===== src/rtl/align_pkg.sv =====
// Constants and tx state type shared by both ends of the 16-bit aligned-frame link.
package align_pkg;
  localparam int          ALIGN_DATA_W    = 16;
  localparam int          ALIGN_FRAME_LEN = 18;
  localparam logic [15:0] ALIGN_SYNC_WORD = 16'hAAAA;
  localparam logic [15:0] ALIGN_IDLE_WORD = 16'h0000;

  typedef enum logic [1:0] {
    IDLE = 2'd0,
    SYNC = 2'd1,
    PAY  = 2'd2,
    GAP  = 2'd3
  } tx_state_t;
endpackage


===== src/rtl/align_frame_tx.sv =====
// Frame RAM -> link serialiser: SYNC_WORD then FRAME_LEN payload words, MIN_GAP idle words between frames.
// Start-to-SYNC latency 2 clk, no backpressure; one start request may queue while a frame is in flight.
module align_frame_tx
  import align_pkg::*;
#(
  parameter int                DATA_W    = ALIGN_DATA_W,
  parameter int                ADDR_W    = 5,
  parameter int                FRAME_LEN = ALIGN_FRAME_LEN,
  parameter logic [DATA_W-1:0] SYNC_WORD = ALIGN_SYNC_WORD,
  parameter logic [DATA_W-1:0] IDLE_WORD = ALIGN_IDLE_WORD,
  parameter int                MIN_GAP   = 2
) (
  input  logic              clk,
  input  logic              rst,
  input  logic              start,
  input  logic [DATA_W-1:0] rdata,
  output logic [ADDR_W-1:0] raddr,
  output logic [DATA_W-1:0] out,
  output logic              out_valid,
  output logic              busy,
  output logic              done,
  output logic [7:0]        frame_cnt
);

  localparam int                GCNT_W   = (MIN_GAP > 1) ? $clog2(MIN_GAP) : 1;
  localparam logic [ADDR_W-1:0] LAST_IDX = ADDR_W'(FRAME_LEN - 1);
  localparam logic [GCNT_W-1:0] LAST_GAP = GCNT_W'(MIN_GAP - 1);

  tx_state_t         state_q, state_d;
  logic [ADDR_W-1:0] idx_q, idx_d;
  logic [GCNT_W-1:0] gcnt_q, gcnt_d;
  logic              pending_q, pending_d;
  logic [ADDR_W-1:0] raddr_q, raddr_d;
  logic [DATA_W-1:0] out_q, out_d;
  logic              out_valid_q, out_valid_d;
  logic              busy_q, busy_d;
  logic              done_q, done_d;
  logic [7:0]        frame_cnt_q, frame_cnt_d;

  always_ff @(posedge clk) begin
    if (rst) begin
      state_q     <= IDLE;
      idx_q       <= '0;
      gcnt_q      <= '0;
      pending_q   <= 1'b0;
      raddr_q     <= '0;
      out_q       <= IDLE_WORD;
      out_valid_q <= 1'b0;
      busy_q      <= 1'b0;
      done_q      <= 1'b0;
      frame_cnt_q <= '0;
    end else begin
      state_q     <= state_d;
      idx_q       <= idx_d;
      gcnt_q      <= gcnt_d;
      pending_q   <= pending_d;
      raddr_q     <= raddr_d;
      out_q       <= out_d;
      out_valid_q <= out_valid_d;
      busy_q      <= busy_d;
      done_q      <= done_d;
      frame_cnt_q <= frame_cnt_d;
    end
  end

  always_comb begin
    state_d     = state_q;
    idx_d       = idx_q;
    gcnt_d      = gcnt_q;
    raddr_d     = raddr_q;
    out_d       = out_q;
    out_valid_d = out_valid_q;
    busy_d      = busy_q;
    done_d      = 1'b0;
    frame_cnt_d = frame_cnt_q;
    // A start seen in any non-idle state, including the last gap cycle, is held for the next frame.
    pending_d   = pending_q | (start && (state_q != IDLE));

    unique case (state_q)
      IDLE: begin
        if (start) begin
          raddr_d = '0;
          busy_d  = 1'b1;
          state_d = SYNC;
        end
      end
      SYNC: begin
        out_d       = SYNC_WORD;
        out_valid_d = 1'b1;
        raddr_d     = ADDR_W'(1);
        idx_d       = '0;
        state_d     = PAY;
      end
      PAY: begin
        out_d       = rdata;
        out_valid_d = 1'b1;
        // Prefetch two ahead to cover the RAM's one-cycle read latency; hold at the last word.
        if (({1'b0, idx_q} + (ADDR_W+1)'(2)) <= {1'b0, LAST_IDX})
          raddr_d = idx_q + ADDR_W'(2);
        idx_d = idx_q + ADDR_W'(1);
        if (idx_q == LAST_IDX) begin
          gcnt_d  = '0;
          state_d = GAP;
        end
      end
      GAP: begin
        out_d       = IDLE_WORD;
        out_valid_d = 1'b0;
        if (gcnt_q == '0) begin
          done_d      = 1'b1;
          frame_cnt_d = frame_cnt_q + 8'd1;
        end
        if (gcnt_q == LAST_GAP) begin
          if (pending_d) begin
            raddr_d   = '0;
            pending_d = 1'b0;
            state_d   = SYNC;
          end else begin
            busy_d  = 1'b0;
            state_d = IDLE;
          end
        end else begin
          gcnt_d = gcnt_q + GCNT_W'(1);
        end
      end
      default: state_d = IDLE;
    endcase
  end

  assign raddr     = raddr_q;
  assign out       = out_q;
  assign out_valid = out_valid_q;
  assign busy      = busy_q;
  assign done      = done_q;
  assign frame_cnt = frame_cnt_q;

endmodule


===== config.mk =====
export PLATFORM = sky130hd
export DESIGN_NAME = align_frame_tx
export DESIGN_NICKNAME = d
export VERILOG_FILES = /design/src/rtl/align_pkg.sv /design/src/rtl/align_frame_tx.sv
export SDC_FILE = /design/constraint.sdc
export NUM_CORES = 1
export LEC_CHECK = 0
export CAP_MARGIN = 20
export CORE_MARGIN = 2
export CORE_UTILIZATION = 45
export CTS_CLUSTER_SIZE = 14
export DETAILED_ROUTE_END_ITERATION = 12
export DONT_BUFFER_PORTS = 1
export PLACE_DENSITY_LB_ADDON = 0.12
export SLEW_MARGIN = 20
export SYNTH_ARGS = -nofsm -noshare
export SYNTH_HDL_FRONTEND = slang
export SYNTH_SLANG_ARGS = --single-unit

===== constraint.sdc =====
create_clock -name clk -period 2.3 [get_ports clk]
set_input_delay 0.69 -clock clk [delete_from_list [all_inputs] [get_ports clk]]
set_output_delay 0.69 -clock clk [all_outputs]
set_load 0.02 [all_outputs]

==> impl_metrics.py, run 1 <==
metrics = {
    "status": {
        "outcome": "finished clean",
    },
    "floorplan": {
        "pin_count": 51,
        "die_area_um2": 4680,
        "fp-row-count": 23,
        "die_y_um": 68.4,
        "start_util_pct": 46.7,
        "coreArea_um2": 4000,
        "die_x_um": 68.4,
    },
    "detailed_routing": {
        "detail_route.wl_per_cell_um": 14.7,
        "drt_pre_antenna_iters": 4,
        "drt_iter0_drc": 69,
        "final_antenna_net_count": 0,
        "wl_um": 3900,
        "num_vias": 1481,
        "avgViaCountPerCell": 5.59,
        "remaining_drc_errors": 0,
    },
    "final_layout": {
        "drive_above_1_share_pct": 6.05,
        "fin_area_um2": 2010,
        "fin_nets": 244,
        "area.growth.synth_to_final_pct": 7.84,
        "antenna_cells": 0,
        "fillCellCount": 374,
        "finalNonFillerCells": 265,
    },
    "clock_network": {
        "clk_pin_slew_ps": 80,
        "post_cts_buffers": 0,
        "htree_levels": 2,
        "cts.sink_count": 41,
        "ctsResizeCount": 0,
        "root_buffer": "clkbuf_8",
        "cts_made_buffers": 5,
        "cts_tree": "built",
        "clock_latency_ps": 280,
        "cts_buffer_depth": 2,
        "holdBufCountCts": 0,
    },
    "synthesis": {
        "synth_top_cell_area_share_pct": 44.0,
        "synth_flop_cell": "dfxtp_1",
        "synth.cell_area_um2": 1870,
        "ys_seq_elements": 41,
        "yosys.cell_count.top_type": "dfxtp_1",
        "ys_warn_count": 0,
        "avgSynthCellArea_um2": 8.68,
        "synthCells": 215,
        "ys_seq_area_share_pct": 44.0,
        "synth.top_cells.by_count": "dfxtp_1 (41), nor2_1 (39), nor3_1 (14)",
        "async_flop_share_pct": 0,
        "ys_types": 34,
        "synth_edf_count": 0,
        "syn_nets": 244,
        "yosysTopAreaCell": "dfxtp_1",
        "synth.area.top_cells": "dfxtp_1 (44%), nor2_1 (7.8%), ha_1 (6.7%)",
    },
    "global_route": {
        "grt_usage_pct": 18.0,
        "grt_pass1_vias": 1452,
        "overflow": 0,
        "grt_pass1_wl_um": 6390,
        "grt_max_degree": 47,
        "antenna_found_initial": 0,
    },
    "pwr": {
        "seq_power_share_pct": 46.5,
        "power.share.combinational_pct": 28.9,
        "ir_worst_vdd_uv": 399,
        "finalPower_w": 0.00222,
        "p_leak_nw": 0.755,
        "p_per_area_nw_per_um2": 1100,
        "netSwitchingFraction_pct": 37.3,
        "clock_power_share_pct": 24.6,
        "internal_power_w": 0.00139,
        "p_sw_w": 0.000827,
    },
    "sta": {
        "grt_setup_unrepaired": "no",
        "maxSlewViolCount": 0,
        "final.setup.tns_ps": 0,
        "skew_ps": 4.61,
        "worstMarginPinSlew_ps": 561,
        "max_slew_margin_pct": 62.5,
        "fin_crit_ps": 1880,
        "max_freq_mhz": 533,
        "setup_ws_ps": 425,
        "post-route-period-util_pct": 81.5,
        "final_hold_viol_count": 0,
        "finalSetupViolations": 0,
    },
    "worst_setup_path": {
        "worstPathRequired_ps": 2520,
        "cp-start-kind": "flop",
        "endpoint_kind": "flop",
        "critPathMaxFanout": 14,
        "worstSetupPathType": "flop to flop",
        "arrival_ps": 2100,
    },
    "placed_design": {
        "io_buffers": 0,
        "dp_slack_ps": 444,
        "gp_congestion": 0.757,
        "dp_cells": 258,
        "placed_area_um2": 1910,
        "dp_hpwl_um": 2730,
    },
    "worst_hold_path": {
        "hold_path_class": "input port to flop",
    },
    "run": {
        "maxCapViolCount": 0,
    },
}
path summary, 6_finish.rpt:
kind         startpoint          to  slack, ps  cells past startpoint
min reg2reg    idx_q[0]    idx_q[0]        550                      2
max reg2reg  state_q[0]      out[6]        420                      6
min                 rst  state_q[0]        470                      1
max          state_q[0]      out[6]        420                      6
metal layers:
| metal | vias up | GRT usage (%) | wire (µm) |
|---|---|---|---|
| li1 | 753 | - | - |
| met1 | 687 | 22.1 | 1820 |
| met2 | 39 | 29.8 | 1830 |
| met3 | 2 | 5.43 | 226 |
| met4 | 0 | 6.00 | 25 |
| met5 | - | 0 | 0 |
power by group through the flow:
stage | logic (W) | clock network [W] | registers, W
2_1_floorplan | 0.000516 | 0 | 0.00102
5_1_grt | 0.000731 | 0.000595 | 0.00105
4_1_cts | 0.000638 | 0.000565 | 0.00103
6_report | 0.000640 | 0.000545 | 0.00103
3_3_place_gp | 0.000612 | 0 | 0.00105
3_5_place_dp | 0.000636 | 0 | 0.00105
worst max-delay path, stage by stage, from the launching register on:
cell and delay, ps:
dfxtp_1 420, inv_1 120, ha_1 320, buf_4 230, nor2_1 460, a22oi_1 150
nor2_1 100
kinds of logic (layout without fill, tap and decap cells):
group | after synthesis | count (layout) | share of synthesized area (%)
AO/OA/AOI/OAI | 42 | 42 | 15.3
XOR/XNOR | 8 | 8 | 3.75
adder cells (fa/ha/maj) | 10 | 10 | 6.70
buffers and inverters | 20 | 20 | 4.49
flip-flops | 41 | 41 | 44.0
multiplexers | 6 | 6 | 3.49
AND/OR/NAND/NOR | 88 | 88 | 22.3
stage by stage:
| step | hold WS (ps) | util, % |
|---|---|---|
| 2_1_floorplan | 502 | - |
| 3_3_place_gp | 525 | 47.7 |
| 3_5_place_dp | 542 | 47.7 |
| 4_1_cts | 460 | 50.3 |
| 5_1_grt | 455 | 50.3 |
| 6_report | 472 | 50.3 |
registers in the layout, summed over array words and instances (netlist names):
name       cells
out_valid      1
pending_q      1
done           1
busy           1
out           16
gcnt_q         1
raddr          5
frame_cnt      8
state_q        2
idx_q          5
cell type report:
| class | count | area (µm²) | area share [%] |
|---|---|---|---|
| inverter | 9 | 33.8 | 1.68 |
| tap | 50 | 62.6 | 3.11 |
| timing repair buffer | 4 | 30.0 | 1.49 |
| multi-input combinational | 154 | 962 | 47.8 |
| sequential | 41 | 821 | 40.8 |
| clock inverter | 2 | 35.0 | 1.74 |
| clock buffer | 5 | 68.8 | 3.42 |
cell usage in the layout, fill, tap and decap left out, types with 4 or more instances in the layout:
master     n
nor2_1    39
clkbuf_8   5
nand2_1   11
a211oi_1   9
dfxtp_1   41
mux2i_1    5
ha_1      10
a21oi_1   12
nand2b_1   5
xor2_1     5
o21ai_0    5
inv_1      9
nor3_1    14
a22oi_1    9
buf_4      4
(Power assumes the default switching activity.)
==> run 2, diff against run 1 <==
clock period = 1.6 ns   (was 2.3 ns; I/O delays follow)
==> run 2 against run 1 <==
The flow now finishes with violations (setup timing); sequential power increased by 44%; critical path depth decreased by 1; flip-flop and latch count unchanged; worst setup slack got worse by 440 ps; register-to-register slack got worse by 440 ps; total power increased by 53%.
==> impl_metrics.py, run 2 (same netlist as run 1, synthesis figures left out) <==
metrics = {
    "clock_network": {
        "clk_pin_slew_ps": 80,
        "cts_made_buffers": 5,
        "cts.sink_count": 41,
        "clock_latency_ps": 300,
        "cts_tree": "built",
        "root_buffer": "clkbuf_8",
        "htree_levels": 2,
        "cts_buffer_depth": 2,
        "holdBufCountCts": 0,
    },
    "detailed_routing": {
        "detail_route.wl_per_cell_um": 14.9,
        "avgViaCountPerCell": 5.47,
        "drt_iter0_drc": 90,
        "remaining_drc_errors": 0,
        "wl_um": 4290,
        "final_antenna_net_count": 0,
        "num_vias": 1576,
        "drt_pre_antenna_iters": 4,
    },
    "sta": {
        "post-route-period-util_pct": 101,
        "grt_setup_unrepaired": "yes",
        "max_slew_margin_pct": 74.6,
        "finalSetupViolations": 2,
        "fin_crit_ps": 1620,
        "skew_ps": 6.92,
        "maxSlewViolCount": 0,
        "final_hold_viol_count": 0,
        "setup_ws_ps": -20.0,
        "max_freq_mhz": 617,
        "worstMarginPinSlew_ps": 381,
    },
    "final_layout": {
        "fin_util_pct": 56.4,
        "drive_above_1_share_pct": 21.8,
        "fin_nets": 266,
        "largest_reg_flops": 16,
        "area.growth.synth_to_final_pct": 20.9,
        "finalNonFillerCells": 288,
        "fin_area_um2": 2260,
        "layout_common_cells": "nor2_1 (38), dfxtp_1 (36), buf_4 (24)",
        "layout_commonest_cell": "nor2_1",
        "antenna_cells": 0,
    },
    "placed_design": {
        "gp_congestion": 0.880,
        "dp_cells": 276,
        "dp_hpwl_um": 2980,
        "placed_area_um2": 2060,
        "io_buffers": 0,
        "dp_slack_ps": -166,
    },
    "floorplan": {
        "fp-row-count": 23,
        "start_util_pct": 46.7,
        "die_area_um2": 4680,
        "die_x_um": 68.4,
        "pin_count": 51,
        "coreArea_um2": 4000,
        "die_y_um": 68.4,
    },
    "worst_setup_path": {
        "worstSetupPathType": "flop to flop",
        "worstPathRequired_ps": 1790,
        "critPathMaxFanout": 3,
        "endpoint_kind": "flop",
        "cp-start-kind": "flop",
        "path_buf_inv": 0,
        "max_stage_delay_ps": 370,
        "critPathTopFamily": "compound AO/OA/AOI/OAI gates",
        "arrival_ps": 1810,
        "path_cells": "ha_4 > xor2_2 > o31ai_1 > o221a_1 > mux2_4",
        "crit_slowest_cell": "dfxtp_4",
    },
    "pwr": {
        "seq_power_share_pct": 43.9,
        "clock_power_share_pct": 20.1,
        "power.share.combinational_pct": 36.0,
        "p_per_area_nw_per_um2": 1500,
        "ir_worst_vdd_uv": 875,
        "p_leak_nw": 0.850,
        "p_sw_w": 0.00132,
        "netSwitchingFraction_pct": 39.2,
        "internal_power_w": 0.00206,
        "finalPower_w": 0.00338,
    },
    "global_route": {
        "grt_usage_pct": 20.9,
        "overflow": 0,
        "antenna_found_initial": 0,
        "grt_pass1_vias": 1577,
        "grt_pass1_wl_um": 7200,
        "grt_max_degree": 47,
    },
    "worst_hold_path": {
        "hold_path_class": "input port to flop",
    },
    "status": {
        "outcome": "finished with violations",
        "violations": "setup timing",
    },
    "run": {
        "maxCapViolCount": 0,
    },
}
run 2: cell count changes in the layout (fill, tap and decap cells not counted), sizes merged:
cell	change
clkinv	-1
bufinv	-1
buf	+22
clkinvlp	+3
run 2: final cells by class:
class                   count  area (µm²)
fillers                   347        1740
flip-flops and latches     41         832
inverters                   9        33.8
well taps                  50        62.6
clock inverters             3        22.5
clock buffers               5        68.8
repair buffers             26         203
multi-input cells         154        1030
run 2: power by group through the flow:
stage	Combinational, W	Clock, W	Sequential [W]
final	0.00122	0.000681	0.00148
after detailed placement	0.00111	0	0.00150
after floorplan	0.000762	0	0.00148
after global routing	0.00135	0.000750	0.00152
after CTS	0.00113	0.000702	0.00148
after global placement	0.00107	0	0.00149
run 2: per-stage QoR:
| stage | TNS, ps | hold WS [ps] |
|---|---|---|
| after CTS | -26.3 | 228 |
| final | -36.8 | 235 |
| after global routing | -613 | 218 |
| after global placement | -105 | 520 |
| after floorplan | -94.1 | 502 |
| after detailed placement | -1620 | 528 |
run 2: metal layers:
metal	routed length (µm)	GRT usage (%)	share of wire, %
met1	1950	25.0	46
met2	2050	34.4	48
met3	235	7.40	5.5
met4	48	7.50	1.1
met5	0	0	0
run 2: final timing paths:
path | startpoint | endpoint | slack (ps) | cells past startpoint
setup / recovery | idx_q[1] | raddr[4] | -20 | 5
hold / removal | rst | idx_q[1] | 240 | 1
setup reg to reg | idx_q[1] | raddr[4] | -20 | 5
hold reg to reg | idx_q[0] | idx_q[0] | 530 | 2
run 2: timing repair:
action | CTS | global route
setup buffers | 2 | 2
gates resized for setup | 6 | 13
setup endpoints to repair | 18 | 22
pin swaps | 3 | 4
